### src/rtl/ycbcr_pkg.sv
// Shared constants and types for the YCbCr-to-RGB conversion path.
// Coefficients are the BT.601 inverse terms scaled by 2^FRAC.
package ycbcr_pkg;

    localparam int OFFSET = 128;
    localparam int FRAC   = 8;
    localparam int SUM_W  = 19;

    typedef logic signed [SUM_W-1:0] sum_t;

    localparam sum_t C_RCR = 19'sd359;
    localparam sum_t C_GCB = 19'sd88;
    localparam sum_t C_GCR = 19'sd183;
    localparam sum_t C_BCB = 19'sd454;

endpackage

### src/rtl/clamp_u8.sv
// Drops the fractional bits of a signed fixed-point channel sum and saturates
// the result into the unsigned 8-bit range.
module clamp_u8
    import ycbcr_pkg::*;
(
    input  logic signed [SUM_W-1:0] sum_i,
    output logic [7:0]              sat_o
);

    sum_t shifted;

    always_comb begin
        shifted = sum_i >>> FRAC;
        if (shifted < sum_t'(0)) begin
            sat_o = 8'h00;
        end else if (shifted > sum_t'(255)) begin
            sat_o = 8'hFF;
        end else begin
            sat_o = shifted[7:0];
        end
    end

endmodule

### src/rtl/ycbcr2rgb.sv
// Three-stage YCbCr-to-RGB converter: multiply, sum (with optional rounding),
// saturate. A single enable freezes the entire pipe while the output is stalled.
module ycbcr2rgb
    import ycbcr_pkg::*;
#(
    parameter bit ROUND_EN = 1'b1
) (
    input  logic        clk,
    input  logic        rst_n,
    input  logic        in_valid,
    output logic        in_ready,
    input  logic [23:0] data_ycbcr,
    output logic        out_valid,
    input  logic        out_ready,
    output logic [23:0] data_rgb888,
    output logic [15:0] data_rgb565
);

    localparam sum_t K_ROUND = ROUND_EN ? sum_t'(1 << (FRAC - 1)) : sum_t'(0);

    logic        en;
    logic        v1_d, v1_q, v2_d, v2_q, v3_d, v3_q;
    sum_t        y_d, y_q, rcr_d, rcr_q, gcb_d, gcb_q, gcr_d, gcr_q, bcb_d, bcb_q;
    sum_t        r_sum_d, r_sum_q, g_sum_d, g_sum_q, b_sum_d, b_sum_q;
    logic [7:0]  r_d, r_q, g_d, g_q, b_d, b_q;
    logic [7:0]  r_sat, g_sat, b_sat;
    logic signed [8:0] cb_s, cr_s;

    assign en = !v3_q || out_ready;

    clamp_u8 u_clamp_r (.sum_i(r_sum_q), .sat_o(r_sat));
    clamp_u8 u_clamp_g (.sum_i(g_sum_q), .sat_o(g_sat));
    clamp_u8 u_clamp_b (.sum_i(b_sum_q), .sat_o(b_sat));

    always_comb begin
        cb_s    = $signed({1'b0, data_ycbcr[15:8]}) - 9'sd128;
        cr_s    = $signed({1'b0, data_ycbcr[7:0]}) - 9'sd128;
        v1_d    = v1_q;
        v2_d    = v2_q;
        v3_d    = v3_q;
        y_d     = y_q;
        rcr_d   = rcr_q;
        gcb_d   = gcb_q;
        gcr_d   = gcr_q;
        bcb_d   = bcb_q;
        r_sum_d = r_sum_q;
        g_sum_d = g_sum_q;
        b_sum_d = b_sum_q;
        r_d     = r_q;
        g_d     = g_q;
        b_d     = b_q;
        // Data moves even in invalid stages; only the valid bits give it meaning.
        if (en) begin
            v1_d    = in_valid;
            v2_d    = v1_q;
            v3_d    = v2_q;
            y_d     = $signed({3'b000, data_ycbcr[23:16], 8'h00});
            rcr_d   = C_RCR * sum_t'(cr_s);
            gcb_d   = C_GCB * sum_t'(cb_s);
            gcr_d   = C_GCR * sum_t'(cr_s);
            bcb_d   = C_BCB * sum_t'(cb_s);
            r_sum_d = y_q + rcr_q + K_ROUND;
            g_sum_d = y_q - gcb_q - gcr_q + K_ROUND;
            b_sum_d = y_q + bcb_q + K_ROUND;
            r_d     = r_sat;
            g_d     = g_sat;
            b_d     = b_sat;
        end
    end

    always_ff @(posedge clk or negedge rst_n) begin
        if (!rst_n) begin
            v1_q    <= 1'b0;
            v2_q    <= 1'b0;
            v3_q    <= 1'b0;
            y_q     <= '0;
            rcr_q   <= '0;
            gcb_q   <= '0;
            gcr_q   <= '0;
            bcb_q   <= '0;
            r_sum_q <= '0;
            g_sum_q <= '0;
            b_sum_q <= '0;
            r_q     <= '0;
            g_q     <= '0;
            b_q     <= '0;
        end else begin
            v1_q    <= v1_d;
            v2_q    <= v2_d;
            v3_q    <= v3_d;
            y_q     <= y_d;
            rcr_q   <= rcr_d;
            gcb_q   <= gcb_d;
            gcr_q   <= gcr_d;
            bcb_q   <= bcb_d;
            r_sum_q <= r_sum_d;
            g_sum_q <= g_sum_d;
            b_sum_q <= b_sum_d;
            r_q     <= r_d;
            g_q     <= g_d;
            b_q     <= b_d;
        end
    end

    assign in_ready    = en;
    assign out_valid   = v3_q;
    assign data_rgb888 = {r_q, g_q, b_q};
    assign data_rgb565 = {r_q[7:3], g_q[7:2], b_q[7:3]};

endmodule

### config.mk
export PLATFORM = sky130hd
export DESIGN_NAME = ycbcr2rgb
export DESIGN_NICKNAME = d
export VERILOG_FILES = /design/src/rtl/ycbcr_pkg.sv /design/src/rtl/clamp_u8.sv /design/src/rtl/ycbcr2rgb.sv
export SDC_FILE = /design/constraint.sdc
export NUM_CORES = 1
export LEC_CHECK = 0
export ABC_CLOCK_PERIOD_IN_PS = 2900
export CAP_MARGIN = 20
export CORE_MARGIN = 2
export CORE_UTILIZATION = 45
export DETAILED_ROUTE_END_ITERATION = 8
export HOLD_SLACK_MARGIN = 0.03
export SETUP_SLACK_MARGIN = 0.02
export SLEW_MARGIN = 15
export SYNTH_ARGS = -nofsm -noshare
export SYNTH_HDL_FRONTEND = slang
export SYNTH_SLANG_ARGS = --single-unit
### constraint.sdc
create_clock -name clk -period 2.9 [get_ports clk]
set_clock_uncertainty 0.2 [all_clocks]
set_input_delay 0.435 -clock clk [delete_from_list [all_inputs] [get_ports clk]]
set_output_delay 0.435 -clock clk [all_outputs]
set_load 0.005 [all_outputs]
* Word-level counts from Yosys, hierarchy flattened
Cells that the tools add are included.
** Storage, ports and cells
- Memories kept :: 0
- ROM bits :: 0
- Output and inout port bits :: 42
- Register bits after elaboration :: 164
- Memory bits (writable) :: 0
- Bits of input ports :: 28
- Logic and storage cells :: 41
- Latch bits :: 0
** Operators by class
- Multiplexer cells :: 6
- Equal/unequal tests :: 0
- Bitwise gates (word level) :: 0
- Multiply operators :: 4
- Divide/modulo/power cells :: 0
- Order comparisons :: 6
- Reduce and logical (&&, ||, !) cells :: 2
- Shift operators :: 0
- Add/sub/neg operators :: 9
** Operators with widths (number)
- adder 19 x 9 -> 19 bit (second input constant) :: 3
- two-way mux 8 bit :: 6
- adder 17 x 19 -> 19 bit :: 2
- multiplier 9 x 9 -> 18 bit (first input constant) :: 2
- greater-than comparator 11 x 9 -> 1 bit (second input constant) :: 3
- less-than comparator 11 x 1 -> 1 bit (second input constant) :: 3
- multiplier 10 x 9 -> 19 bit (first input constant) :: 1
- subtractor 17 x 19 -> 19 bit :: 1
- subtractor 19 bit :: 1
- subtractor 8 x 8 -> 9 bit (second input constant) :: 2
- multiplier 5 x 9 -> 14 bit (first input constant) :: 1
- zero test 1 bit :: 1
- logical OR 1 bit :: 1

* Longest topological paths before layout
- Depth in word-level cells :: 3
- Gate-level depth with buffers :: 19
- Mapped depth without buffers :: 19

* Hierarchy
Synthesis repeated with hierarchy kept, for this count alone.
** Unflattened totals
- Cells, all modules :: 1431
- Area, all modules :: 12893.6 µm²
** By module, submodules not included
- ycbcr2rgb :: instances 1, cells an instance 1374, area each 12484.5 µm², sequential area each 3803.6 µm²
- clamp_u8 :: instances 3, cells an instance 19, area each 136.4 µm², sequential area each 0.0 µm²

* Least setup slack after synthesis
No wires, ideal clock.
- Path type :: input to register
- Start point :: input data_ycbcr[1]
- End point :: register rcr_q[17]
- Path buffers :: 0
- Data required time :: 2563 ps
- Stages :: 19
- Setup slack :: -1918 ps
- Arrival :: 4481 ps
- Library setup time :: 137 ps
- Cell sequence :: inv_1 > ha_1 > inv_1 > fa_1 > inv_1 > fa_1 > inv_1 > fa_1 > inv_1 > fa_1 > inv_1 > ha_1 > o21ai_2 > a221oi_2 > a311o_2 > a211o_2 > o31ai_1 > xnor2_1 > a21oi_1
** On the way
- Longest elaborated chain between the ends :: 2
** RTL lines
- start, declared :: line ycbcr2rgb.sv:12 : input logic [23:0] data_ycbcr,
- subtractor 8 x 8 -> 9 bit :: line ycbcr2rgb.sv:37 : cr_s = $signed({1'b0, data_ycbcr[7:0]}) - 9'sd128;
- multiplier 10 x 9 -> 19 bit :: line ycbcr2rgb.sv:58 : rcr_d = C_RCR * sum_t'(cr_s);
- end signal, assigned :: line ycbcr2rgb.sv:92 : rcr_q <= rcr_d;
- end, declared :: line ycbcr2rgb.sv:23 : sum_t y_d, y_q, rcr_d, rcr_q, gcb_d, gcb_q, gcr_d, gcr_q, bcb_d, bcb_q;
No other way between the ends.
A chain may end at the register's enable or synchronous reset.

* Worst setup path in the final report
- Start point :: input data_ycbcr[1]
- End point :: register rcr_q[18]
The elaborated chain is that of the path after synthesis.

==> impl_metrics.env <==
export IMPL_root_buffer="clkbuf_16"
export IMPL_path_delay_family="adder cells"
export IMPL_placed_area_sq_mm=0.0139
export IMPL_start_kind="primary input"
export IMPL_syn_inst=1252
export IMPL_worst_path_max_fanout=4
export IMPL_ys_flop_type="dfrtp_1"
export IMPL_max_cap_viol_count=0
export IMPL_rrSetupSlack_ns=0.11
export IMPL_rsz0062_at_grt="true"
export IMPL_yosysSeqAreaShare_pct=27.2
export IMPL_endpoint="rcr_q[18]"
export IMPL_critPathCaptureType="flop"
export IMPL_wire_per_inst_microns=14.5
export IMPL_register_area_sq_mm=0.00310
export IMPL_place_inst=1776
export IMPL_netlist_area_sq_mm=0.0114
export IMPL_hold_viol=0
export IMPL_initial_utilization_pct=45.6
export IMPL_max_stage_delay_ns=0.54
export IMPL_synthesis_nets=1543
export IMPL_diodes=0
export IMPL_worst_hold_path_type="primary input to flop"
export IMPL_finalCritPeriodShare_pct=148
export IMPL_fin_nets=1798
export IMPL_fillers=2096
export IMPL_worst_slew_pin_slew_ns=0.526
export IMPL_finalInstanceArea_sq_mm=0.0157
export IMPL_synth_avg_cell_area_sq_um=9.11
export IMPL_drive_gt1_share_pct=29.2
export IMPL_vias=9130
export IMPL_cts_tree="yes"
export IMPL_worstPathRequired_ns=2.98
export IMPL_dieArea_sq_mm=0.0266
export IMPL_p_leak_nw=7.53
export IMPL_die_w_microns=163
export IMPL_reg2reg_depth=9
export IMPL_firstDrtPassIters=5
export IMPL_p_int_mw=9.67
export IMPL_synth_warnings=0
export IMPL_post_route_drc_count=0
export IMPL_grt_max_degree=102
export IMPL_fmax_ghz=0.233
export IMPL_fp_coreArea_sq_mm=0.0250
export IMPL_setup_violations=35
export IMPL_reg2reg_to="g_sum_q[18]"
export IMPL_ir_drop_v=0.000563
export IMPL_r2r_start="y_q[8]"
export IMPL_ys_ff_latch=124
export IMPL_cp_num_cells=20
export IMPL_grt_pass1_vias=9436
export IMPL_setup_ws_ns=-1.39
export IMPL_crit_chain="buf_8 > inv_8 > ha_4 > inv_2 > fa_1 > inv_2 > fa_2 > inv_2 > fa_2 > inv_2 > fa_1 > inv_2 > ha_4 > o21ai_4 > a221oi_2 > a311o_2 > a211o_4 > o31ai_4 > xnor2_1 > a21oi_1"
export IMPL_criticalPathCategory="primary input to flop"
export IMPL_die_h_microns=163
export IMPL_rows=58
export IMPL_h_tree_depth=4
export IMPL_instances_no_fill=1850
export IMPL_path_common_cell="inv_2"
export IMPL_drv_slew=0
export IMPL_max_slew_margin_rel_pct=65.0
export IMPL_synthToLayoutAreaGrowth_pct=37.9
export IMPL_crit_start="data_ycbcr[1]"
export IMPL_violations="negative setup slack"
export IMPL_pin_count=70
export IMPL_final_cell_mix="192 x buf_4, 150 x inv_1, 146 x ha_1"
export IMPL_power_switching_mw=6.77
export IMPL_worstSkewPairLatency_ns=0.41
export IMPL_pwr_share_clk_pct=13.5
export IMPL_synth_edf_count=0
export IMPL_multi_input_area_sq_mm=0.00841
export IMPL_drt_wl_total_microns=26900
export IMPL_clockBufferDepth=2
export IMPL_grt_first_pass_wirelength_microns=45700
export IMPL_final_common_cell="buf_4"
export IMPL_drt_vias_per_instance=4.94
export IMPL_power_frac_comb_pct=67.6
export IMPL_swShare_pct=41.2
export IMPL_async_flop_share_pct=100
export IMPL_gp_congestion=0.871
export IMPL_antenna_left=0
export IMPL_dp_hpwl_microns=20600
export IMPL_worst_ep_arrival_time_ns=4.37
export IMPL_p_per_area_mw_per_mm2=1040
export IMPL_drt_iter0_markers=454
export IMPL_pre_cts_ws_ns=-2.43
export IMPL_grt_usage_pct=21.4
export IMPL_synth_distinct_cells=60
export IMPL_cts_buffers=17
export IMPL_layout_min_cycle_time_ns=4.29
export IMPL_cts_sinks=124
export IMPL_path_buf_inv=7
export IMPL_grt_remaining_overflow=0
export IMPL_cpMaxStageDelayCell="fa_1"
export IMPL_status="finished with violations"
export IMPL_cts_clk_slew_worst_paths_ns=0.06
export IMPL_antenna_found_initial=0
export IMPL_io_buffers=69
export IMPL_p_seq_share_pct=18.9
==> cell usage after synthesis (all sizes together), types with 3 or more instances <==
| cell | n | share of area [%] |
|---|---|---|
| a211oi | 6 | 0.39 |
| a21boi | 4 | 0.26 |
| a21o | 8 | 0.53 |
| a21oi | 88 | 3.9 |
| a31oi | 5 | 0.27 |
| and2 | 3 | 0.16 |
| buf | 27 | 1.4 |
| clkbuf | 25 | 0.82 |
| dfrtp | 124 | 27 |
| fa | 68 | 12 |
| ha | 195 | 21 |
| inv | 184 | 6.1 |
| mux2i | 3 | 0.26 |
| nand2 | 115 | 3.8 |
| nand2b | 7 | 0.38 |
| nand3 | 15 | 0.66 |
| nor2 | 102 | 3.4 |
| nor2b | 14 | 0.77 |
| nor3 | 11 | 0.48 |
| nor3b | 6 | 0.39 |
| o211a | 4 | 0.35 |
| o211ai | 5 | 0.33 |
| o21a | 16 | 1.1 |
| o21ai | 69 | 3.1 |
| o21bai | 6 | 0.39 |
| o311ai | 3 | 0.23 |
| o31ai | 36 | 2.4 |
| or2 | 10 | 0.55 |
| xnor2 | 33 | 2.5 |
| xor2 | 26 | 2.0 |
==> cells by family after synthesis <==
logic type / Yosys count / synth area share [%]
muxes: 3 / 0.263
and+or+nand+nor: 301 / 11.8
AOI/OAI and AO/OA: 266 / 14.6
xor gates and xnor gates: 59 / 4.53
adders and majority gates: 263 / 33.3
buffers and inverters: 236 / 8.29
DFF: 124 / 27.2
==> timing repair <==
action,4_1_cts,5_1_grt
endpoints found under the setup margin,49,48
hold buffers,1,0
endpoints found under the hold margin,35,0
buffers inserted,31,22
resized for setup,167,81
pin swaps,94,63
==> worst min path at each step <==
stage	from	slack (ns)	depth (start not counted)	end
floorplan	rst_n	-0.06	0	b_q[0]
global placement	rst_n	0.24	1	b_q[7]
detailed placement	rst_n	0.24	1	b_q[7]
CTS	data_ycbcr[8]	0.22	4	bcb_q[1]
global route	data_ycbcr[8]	0.24	4	bcb_q[1]
finish	data_ycbcr[8]	0.22	4	bcb_q[1]
==> flip-flops by register name, indices dropped and copies added (netlist names) <==
register	cells
v1_q	1
g_sum_q	11
y_q	8
out_valid	1
b_sum_q	11
bcb_q	15
gcb_q	11
b_q	8
g_q	8
r_sum_q	11
gcr_q	14
v2_q	1
rcr_q	16
r_q	8
==> tightest hold or removal path, stage by stage <==
cell	delay (ns)
buf_6	0.07
buf_4	0.15
nand2_1	0.06
o21ai_0	0.07
==> layout make-up <==
class | count | share of cell area, %
clock inverters | 14 | 1.17
well taps | 330 | 2.62
clock buffers | 18 | 2.73
repair buffers | 288 | 15.8
inverters | 184 | 4.54
multi-input cells | 892 | 53.4
flip-flops and latches | 124 | 19.7
==> power by group through the flow <==
stage               registers (mW)  clock network [mW]  logic, mW
floorplan                     2.97                   0       6.52
global placement              3.11                   0       9.39
detailed placement            3.15                   0       9.60
CTS                           3.12                2.27       10.5
global route                  3.22                2.37       12.4
finish                        3.10                2.22       11.1
==> metal layers <==
metal,vias up,GRT usage (%),wire (microns)
met3,20,3.25,652
met1,4323,28.8,12900
met4,0,5.19,461
met5,-,0,0
met2,107,36.3,12800
li1,4680,-,-
==> through the flow <==
step / hold WS (ns) / power [mW] / util, % / TNS [ns]
after floorplan: -0.0606 / 9.49 / - / -37.25
after global placement: 0.242 / 12.5 / 55.7 / -74.11
after detailed placement: 0.241 / 12.7 / 55.7 / -76.15
after CTS: 0.218 / 15.9 / 61.0 / -34.99
after global routing: 0.239 / 17.9 / 62.8 / -38.07
final: 0.218 / 16.4 / 62.8 / -34.72
Note: power is estimated with default switching activity, not from simulation.
==> RTL edit: new RTL, same flow settings <==
Take the reset off `r_q`, `g_q` and `b_q` and load them in a clocked block of their own.
--- a/src/rtl/ycbcr2rgb.sv
+++ b/src/rtl/ycbcr2rgb.sv
@@ -83,5 +83,2 @@
             b_sum_q <= '0;
-            r_q     <= '0;
-            g_q     <= '0;
-            b_q     <= '0;
         end else begin
@@ -98,6 +95,9 @@
             b_sum_q <= b_sum_d;
-            r_q     <= r_d;
-            g_q     <= g_d;
-            b_q     <= b_d;
         end
+    end
+
+    always_ff @(posedge clk) begin
+        r_q <= r_d;
+        g_q <= g_d;
+        b_q <= b_d;
     end
Check against the original RTL: not equivalent (a bounded check fails within 4 cycles, from zero or initial values and one cycle with rst_n low; the reset may be asserted at any time).
==> RTL edit against the original RTL <==
  * The flow still finishes with violations (negative setup slack)
  * Routed wire length is 2.3% lower
  * Setup slack better by 0.11 ns
  * Final area is 0.13% lower
  * Synthesized area rose by 0.23%
  * Largest cell class unchanged
  * Worst hold slack got worse by 0.020 ns
  * Via count fell by 1.4%
  * Sequential cell count is the same
  * Power rose by 5.5%
  * Critical path type unchanged
==> RTL edit: results (changes against the original RTL) <==
- Distinct cell type count of the synthesized netlist: 73 (was 60)
- Final net count: 1761 (was 1798)
- Detail Placement HPWL: 20300 um (was 20600 um)
- CP endpoint: gcr_q[16] (was rcr_q[18])
- Static leakage power: 7.50 nW (was 7.53 nW)
- Clk Tree Root Cell: clkbuf_16 (unchanged)
- Peak supply drop: 0.566 mV (was 0.563 mV)
- Average wire per standard cell: 14.5 um (about the same)
- H-tree level count: 4 (unchanged)
- Via count: 9000 (was 9130)
- Number of placed instances, taps included: 1749 (was 1776)
- Total negative slack for setup checks: -32.27 ns (was -34.72 ns)
- Layout cells sized above 1: 30.5% (was 29.2%)
- Post-Place Cell Area: 0.0140 mm2 (was 0.0139 mm2)
- Largest net degree at the start of global routing: 83 (was 102)
- 1st-pass router iterations: 5 (unchanged)
- Run status: finished with violations (unchanged)
- Area fraction in compound gates after synthesis: 13.5% (was 14.6%)
- Proportion of synthesized chip area in sequential cells: 28.2% (was 27.2%)
- Synth Area per Inst: 9.33 um2 (was 9.11 um2)
- Global-route total usage across every layer: 20.9% (was 21.4%)
- Slew at the pin closest to its max-slew limit: 0.665 ns (was 0.526 ns)
- Global-route wire length before repair: 44400 um (was 45700 um)
- Final cell count without fillers: 1813 (was 1850)
- Leading post-synthesis cells by instance count: ha_1, inv_1, nor2_1 (was ha_1, inv_1, dfrtp_1)
- Net count after synthesis: 1516 (was 1543)
- Post-CTS clock slew at the launch and capture registers of the worst setup and hold paths: 0.06 ns (about the same)
- Final number of setup-violating endpoints: 38 (was 35)
- Number of enable flip-flop cells after synthesis: 24 (was 0)
- Xor and xnor area share after synthesis: 4.90% (was 4.53%)
- Violations in the final reports: negative setup slack (unchanged)
- Final worst setup slack: -1.29 ns (was -1.39 ns)
- Synth Area in Adders: 33.2% (was 33.3%)
- Clock buffers created by TritonCTS: 17 (unchanged)
- Setup slack on the worst flop-to-flop path: 0.05 ns (was 0.11 ns)
- Via count of the first global-routing pass: 9082 (was 9436)
- Violation count after the first detailed-route iteration: 465 (was 454)
- Total overflow reported by the global router: 0 (unchanged)
- Gp weighted congestion: 0.871 (about the same)
- P_int: 10.2 mW (was 9.67 mW)
- Mux contribution to synthesized area: 0.186% (was 0.263%)
- Arrival time at the worst endpoint: 4.32 ns (was 4.37 ns)
- Largest cells by area after synthesis: dfrtp_1, ha_1, fa_1 (unchanged)
- Share of synthesized registers carrying an async set or reset: 80.6% (was 100%)
- Endpoint of the worst register-to-register path: g_sum_q[14] (was g_sum_q[18])
- Hold crit path type: input port to register (unchanged)
- Fill cell count: 2037 (was 2096)
- Number of slew-limit violations in the final report: 0 (unchanged)
## RTL edit: worst min path at each step
stage | start | end
3_3_place_gp | v2_q | out_valid
6_report | data_ycbcr[8] | bcb_q[1]
4_1_cts | data_ycbcr[8] | bcb_q[1]
2_1_floorplan | rst_n | b_sum_q[10]
5_1_grt | data_ycbcr[8] | bcb_q[1]
3_5_place_dp | v2_q | out_valid
## RTL edit: cell families (layout without fill, tap and decap cells)
| family | Yosys count | after routing |
|---|---|---|
| adders and majority gates | 263 | 263 |
| and+or+nand+nor | 304 | 304 |
| muxes | 2 | 2 |
| buffers and inverters | 229 | 487 |
| DFF | 124 | 124 |
| xor gates and xnor gates | 64 | 64 |
| AOI/OAI and AO/OA | 239 | 239 |
## RTL edit: metal layers
layer	global-route usage [%]	share of wire, %	routed length (um)	vias up
met5	0	0	0	-
met4	5.23	1.6	429	0
met3	2.54	2.5	661	19
met2	34.7	47	12400	136
met1	29.1	49	12800	4276
li1	-	-	-	4569
## RTL edit: area by class of cell
class	count	area (um2)	share of cell area, %
Timing Repair Buffer	276	2410	15.3
Sequential cell	124	3220	20.5
Clock inverter	14	209	1.33
Clock buffer	18	429	2.73
Inverter	179	696	4.43
Tap cell	330	413	2.63
Multi-Input combinational cell	872	8340	53.0
## RTL edit: power groups by stage
stage          Clock [mW]  Combinational, mW  Sequential, mW
3_5_place_dp            0               10.2            3.22
4_1_cts              2.34               11.0            3.20
6_report             2.32               11.8            3.19
2_1_floorplan           0               6.97            3.09
3_3_place_gp            0               10.0            3.20
5_1_grt              2.44               13.1            3.31
## RTL edit: worst max-delay path, stage by stage
cell	delay, ns
buf_8	0.10
buf_6	0.12
inv_8	0.04
ha_4	0.20
buf_6	0.11
fa_1	0.47
inv_1	0.04
ha_1	0.28
inv_2	0.04
fa_1	0.51
inv_2	0.05
ha_4	0.28
ha_4	0.21
a211oi_4	0.22
o211a_1	0.22
o32ai_4	0.10
nor4_2	0.29
nor4_2	0.09
or3_1	0.34
a31oi_1	0.17
## RTL edit: metrics by stage
step / setup slack (ns) / hold WS, ns / total power, mW
after floorplan: -1.53 / -0.0606 / 10.1
after global placement: -2.18 / 0.241 / 13.2
after global routing: -1.42 / 0.249 / 18.9
after CTS: -1.34 / 0.223 / 16.5
after detailed placement: -2.27 / 0.254 / 13.4
final: -1.29 / 0.197 / 17.3
## RTL edit: what timing repair did
item | CTS | global route
gates cloned | 0 | 0
endpoints found under the setup margin | 48 | 46
hold buffers | 1 | 0
buffers inserted | 19 | 22
pin swaps | 112 | 92
gates resized for setup | 168 | 94
endpoints found under the hold margin | 46 | 0
